File: src/rtl/qupls4_idiv_pkg.sv
// Shared types for the Qupls4 iterative divider: operation encoding and
// controller state.
package qupls4_idiv_pkg;

   typedef enum logic [1:0] {
      DIV  = 2'b00,
      DIVU = 2'b01,
      REM  = 2'b10,
      REMU = 2'b11
   } div_func_t;

   typedef enum logic [1:0] {
      ST_IDLE,
      ST_PREP,
      ST_DIV,
      ST_FIX
   } div_state_t;

   function automatic logic is_signed_op(input div_func_t f);
      return (f == DIV) || (f == REM);
   endfunction

   function automatic logic is_rem_op(input div_func_t f);
      return (f == REM) || (f == REMU);
   endfunction

endpackage

File: src/rtl/qupls4_idiv_div_step.sv
// One radix-2 restoring divide step: shift {rem,quo} left, trial-subtract the
// divisor, keep the difference when it does not go negative.
module qupls4_div_step #(
   parameter int WID = 64
) (
   input  logic [WID:0]   rem,
   input  logic [WID-1:0] quo,
   input  logic [WID-1:0] divisor,
   output logic [WID:0]   rem_next,
   output logic [WID-1:0] quo_next
);

   logic [WID:0] shifted;
   logic [WID:0] trial;
   logic         fits;

   always_comb begin
      shifted  = {rem[WID-1:0], quo[WID-1]};
      trial    = shifted - {1'b0, divisor};
      // A set rem MSB means the shifted value exceeds any WID-bit divisor.
      fits     = ~trial[WID] | rem[WID];
      rem_next = fits ? trial : shifted;
      quo_next = {quo[WID-2:0], fits};
   end

endmodule

File: src/rtl/qupls4_idiv.sv
// Iterative signed/unsigned divide and remainder unit, one quotient bit per
// cycle, with an issue/done handshake matching the lane multiplier.
module qupls4_idiv
   import qupls4_idiv_pkg::*;
#(
   parameter int WID  = 64,
   parameter int LANE = 0
) (
   input  logic           clk,
   input  logic           rst,
   input  logic           issue,
   input  logic [1:0]     func,
   input  logic [WID-1:0] a,
   input  logic [WID-1:0] b,
   output logic [WID-1:0] o,
   output logic           div_done,
   output logic           dbz,
   output logic           busy
);

   localparam int CW = $clog2(WID);

   if (((WID % 16) != 0) || (LANE < 0)) begin : g_param_check
      $error("qupls4_idiv: WID must be a multiple of 16 and LANE non-negative");
   end

   div_state_t     state_reg;
   div_func_t      func_reg;
   logic [WID-1:0] a_reg;
   logic [WID-1:0] b_reg;
   logic [WID-1:0] dvsr_reg;
   logic [WID-1:0] quo_reg;
   logic [WID:0]   rem_reg;
   logic [CW-1:0]  cnt_reg;
   logic           qsign_reg;
   logic           rsign_reg;
   logic           dz_reg;

   logic [WID:0]   rem_next;
   logic [WID-1:0] quo_next;
   logic [WID-1:0] quo_fix;
   logic [WID-1:0] rem_fix;
   logic           sgn_op;

   qupls4_div_step #(.WID(WID)) u_step (
      .rem      (rem_reg),
      .quo      (quo_reg),
      .divisor  (dvsr_reg),
      .rem_next (rem_next),
      .quo_next (quo_next)
   );

   assign sgn_op  = is_signed_op(func_reg);
   assign quo_fix = qsign_reg ? -quo_reg : quo_reg;
   assign rem_fix = rsign_reg ? -rem_reg[WID-1:0] : rem_reg[WID-1:0];

   always_ff @(posedge clk or posedge rst) begin
      if (rst) begin
         state_reg <= ST_IDLE;
         func_reg  <= DIV;
         a_reg     <= '0;
         b_reg     <= '0;
         dvsr_reg  <= '0;
         quo_reg   <= '0;
         rem_reg   <= '0;
         cnt_reg   <= '0;
         qsign_reg <= 1'b0;
         rsign_reg <= 1'b0;
         dz_reg    <= 1'b0;
         o         <= '0;
         div_done  <= 1'b0;
         dbz       <= 1'b0;
         busy      <= 1'b0;
      end else begin
         div_done <= 1'b0;
         case (state_reg)
            ST_IDLE: begin
               if (issue) begin
                  a_reg     <= a;
                  b_reg     <= b;
                  func_reg  <= div_func_t'(func);
                  busy      <= 1'b1;
                  state_reg <= ST_PREP;
               end
            end
            ST_PREP: begin
               qsign_reg <= sgn_op & (a_reg[WID-1] ^ b_reg[WID-1]);
               rsign_reg <= sgn_op & a_reg[WID-1];
               quo_reg   <= (sgn_op && a_reg[WID-1]) ? -a_reg : a_reg;
               dvsr_reg  <= (sgn_op && b_reg[WID-1]) ? -b_reg : b_reg;
               rem_reg   <= '0;
               dz_reg    <= (b_reg == '0);
               if (b_reg == '0) begin
                  // Divide-by-zero idles one extra cycle in FIX.
                  cnt_reg   <= CW'(1);
                  state_reg <= ST_FIX;
               end else begin
                  cnt_reg   <= CW'(WID - 1);
                  state_reg <= ST_DIV;
               end
            end
            ST_DIV: begin
               rem_reg <= rem_next;
               quo_reg <= quo_next;
               if (cnt_reg == '0)
                  state_reg <= ST_FIX;
               else
                  cnt_reg <= cnt_reg - CW'(1);
            end
            ST_FIX: begin
               if (cnt_reg != '0) begin
                  cnt_reg <= cnt_reg - CW'(1);
               end else begin
                  if (dz_reg)
                     o <= is_rem_op(func_reg) ? a_reg : '1;
                  else
                     o <= is_rem_op(func_reg) ? rem_fix : quo_fix;
                  dbz       <= dz_reg;
                  div_done  <= 1'b1;
                  busy      <= 1'b0;
                  state_reg <= ST_IDLE;
               end
            end
            default: state_reg <= ST_IDLE;
         endcase
      end
   end

endmodule
File: config.mk
export PLATFORM = sky130hd
export DESIGN_NAME = qupls4_idiv
export DESIGN_NICKNAME = d
export VERILOG_FILES = /design/src/rtl/qupls4_idiv_pkg.sv /design/src/rtl/qupls4_idiv_div_step.sv /design/src/rtl/qupls4_idiv.sv
export SDC_FILE = /design/constraint.sdc
export NUM_CORES = 1
export LEC_CHECK = 0
export CAP_MARGIN = 5
export CORE_AREA = 8 8 230 232
export CTS_CLUSTER_SIZE = 20
export DETAILED_ROUTE_END_ITERATION = 10
export DIE_AREA = 0 0 238 240
export PLACE_DENSITY = 0.77
export SYNTH_ARGS = -nofsm -noshare
export SYNTH_HDL_FRONTEND = slang
export SYNTH_SLANG_ARGS = --single-unit
File: constraint.sdc
create_clock -name clk -period 14.5 [get_ports clk]
set_input_delay 3.625 -clock clk [delete_from_list [all_inputs] [get_ports clk]]
set_output_delay 3.625 -clock clk [all_outputs]
set_load 0.01 [all_outputs]
== Word-level counts from Yosys, hierarchy flattened ==
Index checks and enable logic that the tools add are counted.

* Add/sub/neg operators: 6
* $mul: 0
* Div/mod/pow operators: 0
* Magnitude comparators: 0
* Equal/unequal tests: 10
* Shift operators: 0
* Muxes and demuxes: 24
* Bitwise operators: 6
* Reduce and logical (&&, ||, !) cells: 17

{| class="wikitable"
|+ Operators by type and width
! cell !! number
|-
| $mux W64 || 7
|-
| $neg A64 Y64 || 4
|-
| $pmux W65 S2 || 1
|-
| $pmux W64 S2 || 1
|-
| $mux W65 || 1
|-
| $sub A65 B64 Y65 || 1
|-
| $logic_not A64 Y1 || 1
|-
| $mux W6 || 3
|-
| $pmux W6 S3 || 1
|-
| $ne A2 B2 Y1 const B || 5
|-
| $reduce_and A3 Y1 || 3
|-
| $eq A2 B2 Y1 const B || 4
|-
| $pmux W2 S4 || 1
|-
| $logic_not A6 Y1 || 1
|-
| $mux W2 || 3
|-
| $reduce_bool A6 Y1 || 1
|-
| $sub A6 B1 Y6 const B || 1
|-
| $mux W1 || 5
|-
| $logic_not A2 Y1 || 2
|-
| $reduce_and A2 Y1 || 2
|-
| $reduce_bool A2 Y1 || 2
|-
| $reduce_bool A3 Y1 || 1
|-
| $and A1 B1 Y1 || 2
|-
| $eq A2 B1 Y1 const B || 1
|-
| other kinds (6) || 9
|}

* Flip-flop bits (word level): 401
* Bits in latches: 0
* Memory bits (writable): 0
* Memory bits (read-only): 0
* Output and inout bits: 67
* Memories kept: 0

== Logic depth before layout (Yosys ltp) ==
* Depth in word-level cells: 5
* Mapped depth: 16
* Gate-level depth less buffers: 14

== Modules after synthesis ==
Synthesis repeated with hierarchy kept, for this count alone.

* Cells, all modules: 3217
* Area total of the unflattened synthesis: 27535.2 um^2

{| class="wikitable"
|+ Modules (own cells, without submodules)
! module !! instances !! cells an instance !! area each (um^2) !! sequential area each (um^2)
|-
| qupls4_idiv || 1 || 2414 || 22343.9 || 10034.6
|-
| qupls4_div_step || 1 || 803 || 5191.2 || 0.0
|}

== Worst setup path before layout ==
OpenSTA, ideal clock, no wires.

* Path kind: input -> register
* Start: input issue
* End: register a_reg[0]
* Data arrival time: 4.692 ns
* Required time: 14.375 ns
* Slack: 9.684 ns
* Stages on the path: 4
* Path through: nand2_1 > clkbuf_1 > clkbuf_1 > mux2_2

* Longest elaborated chain between the ends: 1

{| class="wikitable"
|+ Ends and longest elaborated chain
! what !! RTL line !! source
|-
| start: declaration || qupls4_idiv.sv:11 || <nowiki>input logic issue,</nowiki>
|-
| $reduce_and A2 Y1 (no line) || - ||
|-
| end signal: assignment || qupls4_idiv.sv:61 || <nowiki>a_reg <= '0;</nowiki>
|-
| end signal: assignment || qupls4_idiv.sv:79 || <nowiki>a_reg <= a;</nowiki>
|-
| end: declaration || qupls4_idiv.sv:29 || <nowiki>logic [WID-1:0] a_reg;</nowiki>
|}

Every way passes these cells.
A chain may end at the register's enable or synchronous reset.

== Final worst setup path ==
Same ends and word-level chain as after synthesis.

==> impl_metrics.yaml <==
synthesis:
  yosysMostFrequentCell: "dfrtp_1"
  synthDistinctLibCells: 76
  synth-compound-area-share_pct: 19.40
  syn_inst: 2917
  yosys_warnings: 0
  synth_top_area_share_pct: 38.08
  synthTopCellsByCount: "dfrtp_1, nand2_1, o21ai_0"
  synthArstFlopShare_pct: 100.0
  synth_edf_count: 0
  synth.largest_area_cell: "dfrtp_1"
  synthAdderAreaFrac_pct: 3.589
  yosys.area_share.simple_pct: 13.94
  yosys_register_bits: 401
  synth_area_leaders: "dfrtp_1, mux2_2, xnor2_1"
  synth-xor-area-share_pct: 9.804
  muxShareOfSynthArea_pct: 10.59
  syn_nets: 3125
  syn_avg_cell_area_um2: 9.034
  synth_top_family_by_area: "compound AO/OA/AOI/OAI gates"
  netlist_area_um2: 26350
  ys.flop_type: "dfrtp_1"
  yosysSeqAreaShare_pct: 38.08
route:
  vias: 22740
  via_per_inst: 6.117
  drtIter0Drc: 2370
  wl_um: 75470
  post-route-drc-count: 0
  ant_nets: 0
  wl_per_cell_um: 20.30
  first_pass_iters: 6
timing:
  hold_viol: 0
  rsz0062_at_grt: "no"
  whs_ns: 0.4736
  tightest_slew_ns: 1.267
  skew_ns: 0.03072
  report.final.slew_viol_count: 0
  period_share_pct: 39.05
  max_freq_mhz: 176.6
  max_slew_margin_pct: 15.53
  setup_viol: 0
  min_period_ns: 5.662
  tns_ns: 0
outcome:
  outcome: "completed"
final_layout:
  largest_reg_flops: 65
  areaGrowthSynthToFinish_pct: 14.51
  post-route-util_pct: 61.02
  fin_nets: 3219
  drive_above_1_share_pct: 10.44
  n_antenna_cell: 0
clock_tree:
  numCtsBuffers: 45
  cts_root_buf: "clkbuf_16"
  clockBufferDepth: 3
  clk_pin_slew_worst_paths_ns: 0.06
  cts_htree_levels: 2
  post_cts_buffers: 0
  cts_hold_buf: 0
  cts_resized: 0
  insertion_delay_ns: 0.60
  cts_num_sinks: 401
  cts_tree: "done"
min_path:
  hp-class: "reg -> reg"
power:
  leakage_nw: 12.18
  peakVddDrop_uv: 119.0
  power_density_nw_per_um2: 203.9
  power.total_mw: 6.152
critical_path:
  slowest_delay_ns: 0.83
  cp_slowest_cell: "buf_4"
  worstPathBufferInverterCount: 2
  required_ns: 14.96
  path_delay_family: "buffers and inverters"
  crit_arrival_ns: 6.12
  critPathMaxFanout: 69
  worstSetupStartpointType: "primary input"
  end_kind: "flop"
  cp_cell_sequence: "clkdlybuf4s50_1, nand2_4, buf_4, mux2_2"
  critPathKind: "in -> reg"
place:
  place.gp.congestion: 0.9396
  io_buffers: 199
  hpwl_um: 54520
floorplan:
  pin_count: 200
  die_w_um: 238
  die_area_um2: 57120
  die_h_um: 240
  start_util_pct: 53.29
  rows: 82
  core_um2: 49450
grt:
  grt.total_usage_pct: 25.71
  grt_pass1_vias: 21830
  antenna_found_initial: 0
  grt_pass1_wl_um: 120400
  grt_remaining_overflow: 0
  grt_max_degree: 198
flow_run:
  cap_violations: 0
metal layers:
metal	wire length (µm)	track usage, %	up-vias
met5	0	0	-
met4	1478	6.624	0
met3	5441	4.343	116
met2	32850	38.87	904
met1	35700	37.91	11020
li1	-	-	10710
cell usage in the layout (no fill, tap or decap), types with 30 or more instances in the layout:
cell / synthesis / routed
dfrtp_1: 401 / 398
nand2_1: 265 / 262
o21ai_0: 236 / 236
a21oi_1: 217 / 217
clkdlybuf4s50_1: 0 / 199
mux2_2: 183 / 183
nor2_1: 177 / 176
xnor2_1: 175 / 175
inv_1: 139 / 138
xor2_1: 120 / 120
mux2i_1: 73 / 72
ha_1: 74 / 71
nand3_1: 70 / 70
o31ai_1: 63 / 63
clkbuf_16: 0 / 46
nor3_1: 44 / 44
o22ai_1: 40 / 40
a21o_1: 39 / 39
or3_1: 30 / 30
power breakdown:
group | total (mW) | leakage [nW] | internal (mW) | switching (mW)
clock network | 1.12 | 0.710 | 0.636 | 0.488
registers | 2.06 | 4.66 | 1.55 | 0.516
logic | 2.96 | 6.81 | 1.29 | 1.68
total | 6.15 | 12.2 | 3.47 | 2.68
cells by family after synthesis:
family / Yosys count
xor gates and xnor gates: 295
buffers and inverters: 311
DFF: 401
muxes: 256
AOI/OAI and AO/OA: 813
and+or+nand+nor: 766
adders and majority gates: 75
per-stage QoR:
step	std cells	area, µm²	setup WS [ns]
3_5_place_dp	3636	28740	8.231
6_report	3718	30180	8.838
5_1_grt	3718	30180	8.737
4_1_cts	3718	30180	8.857
3_3_place_gp	3636	28740	8.327
2_1_floorplan	2917	26360	5.475
worst paths after layout:
| path | from | to | slack [ns] | depth (start not counted) |
|---|---|---|---|---|
| worst max-delay path | issue | a_reg[0] | 8.84 | 4 |
| worst min-delay path | o[4] | o[4] | 0.47 | 1 |
| worst max register to register | quo_reg[63] | rem_reg[13] | 9.28 | 16 |
| worst min register to register | o[4] | o[4] | 0.47 | 1 |
| max in group asynchronous | rst | o[60] | 9.15 | 4 |
| min in group asynchronous | rst | o[7] | 3.58 | 3 |
final cells by class:
| class | count | area (µm²) |
|---|---|---|
| Fill cell | 4230 | 19280 |
| Timing Repair Buffer | 218 | 2147 |
| Clock buffer | 63 | 1275 |
| Inverter | 140 | 529.3 |
| Sequential cell | 401 | 10040 |
| Multi-Input combinational cell | 2205 | 15190 |
| Tap cell | 672 | 840.8 |
| Clock inverter | 19 | 158.9 |
worst reg2reg max path, cell delays in order, from the launching register on:
cell,delay (ns)
dfrtp_1,0.38
inv_1,0.14
ha_1,0.24
fa_1,0.40
nand2b_1,0.19
a21oi_1,0.24
o21ai_1,0.16
o221ai_1,0.34
a31oi_1,0.30
o31ai_1,0.34
buf_4,0.19
nand4_1,0.11
a22oi_1,0.50
mux2i_4,0.31
buf_4,0.70
mux2i_1,0.40
o22ai_1,0.09
No activity file was read; power rests on OpenSTA's default activity.
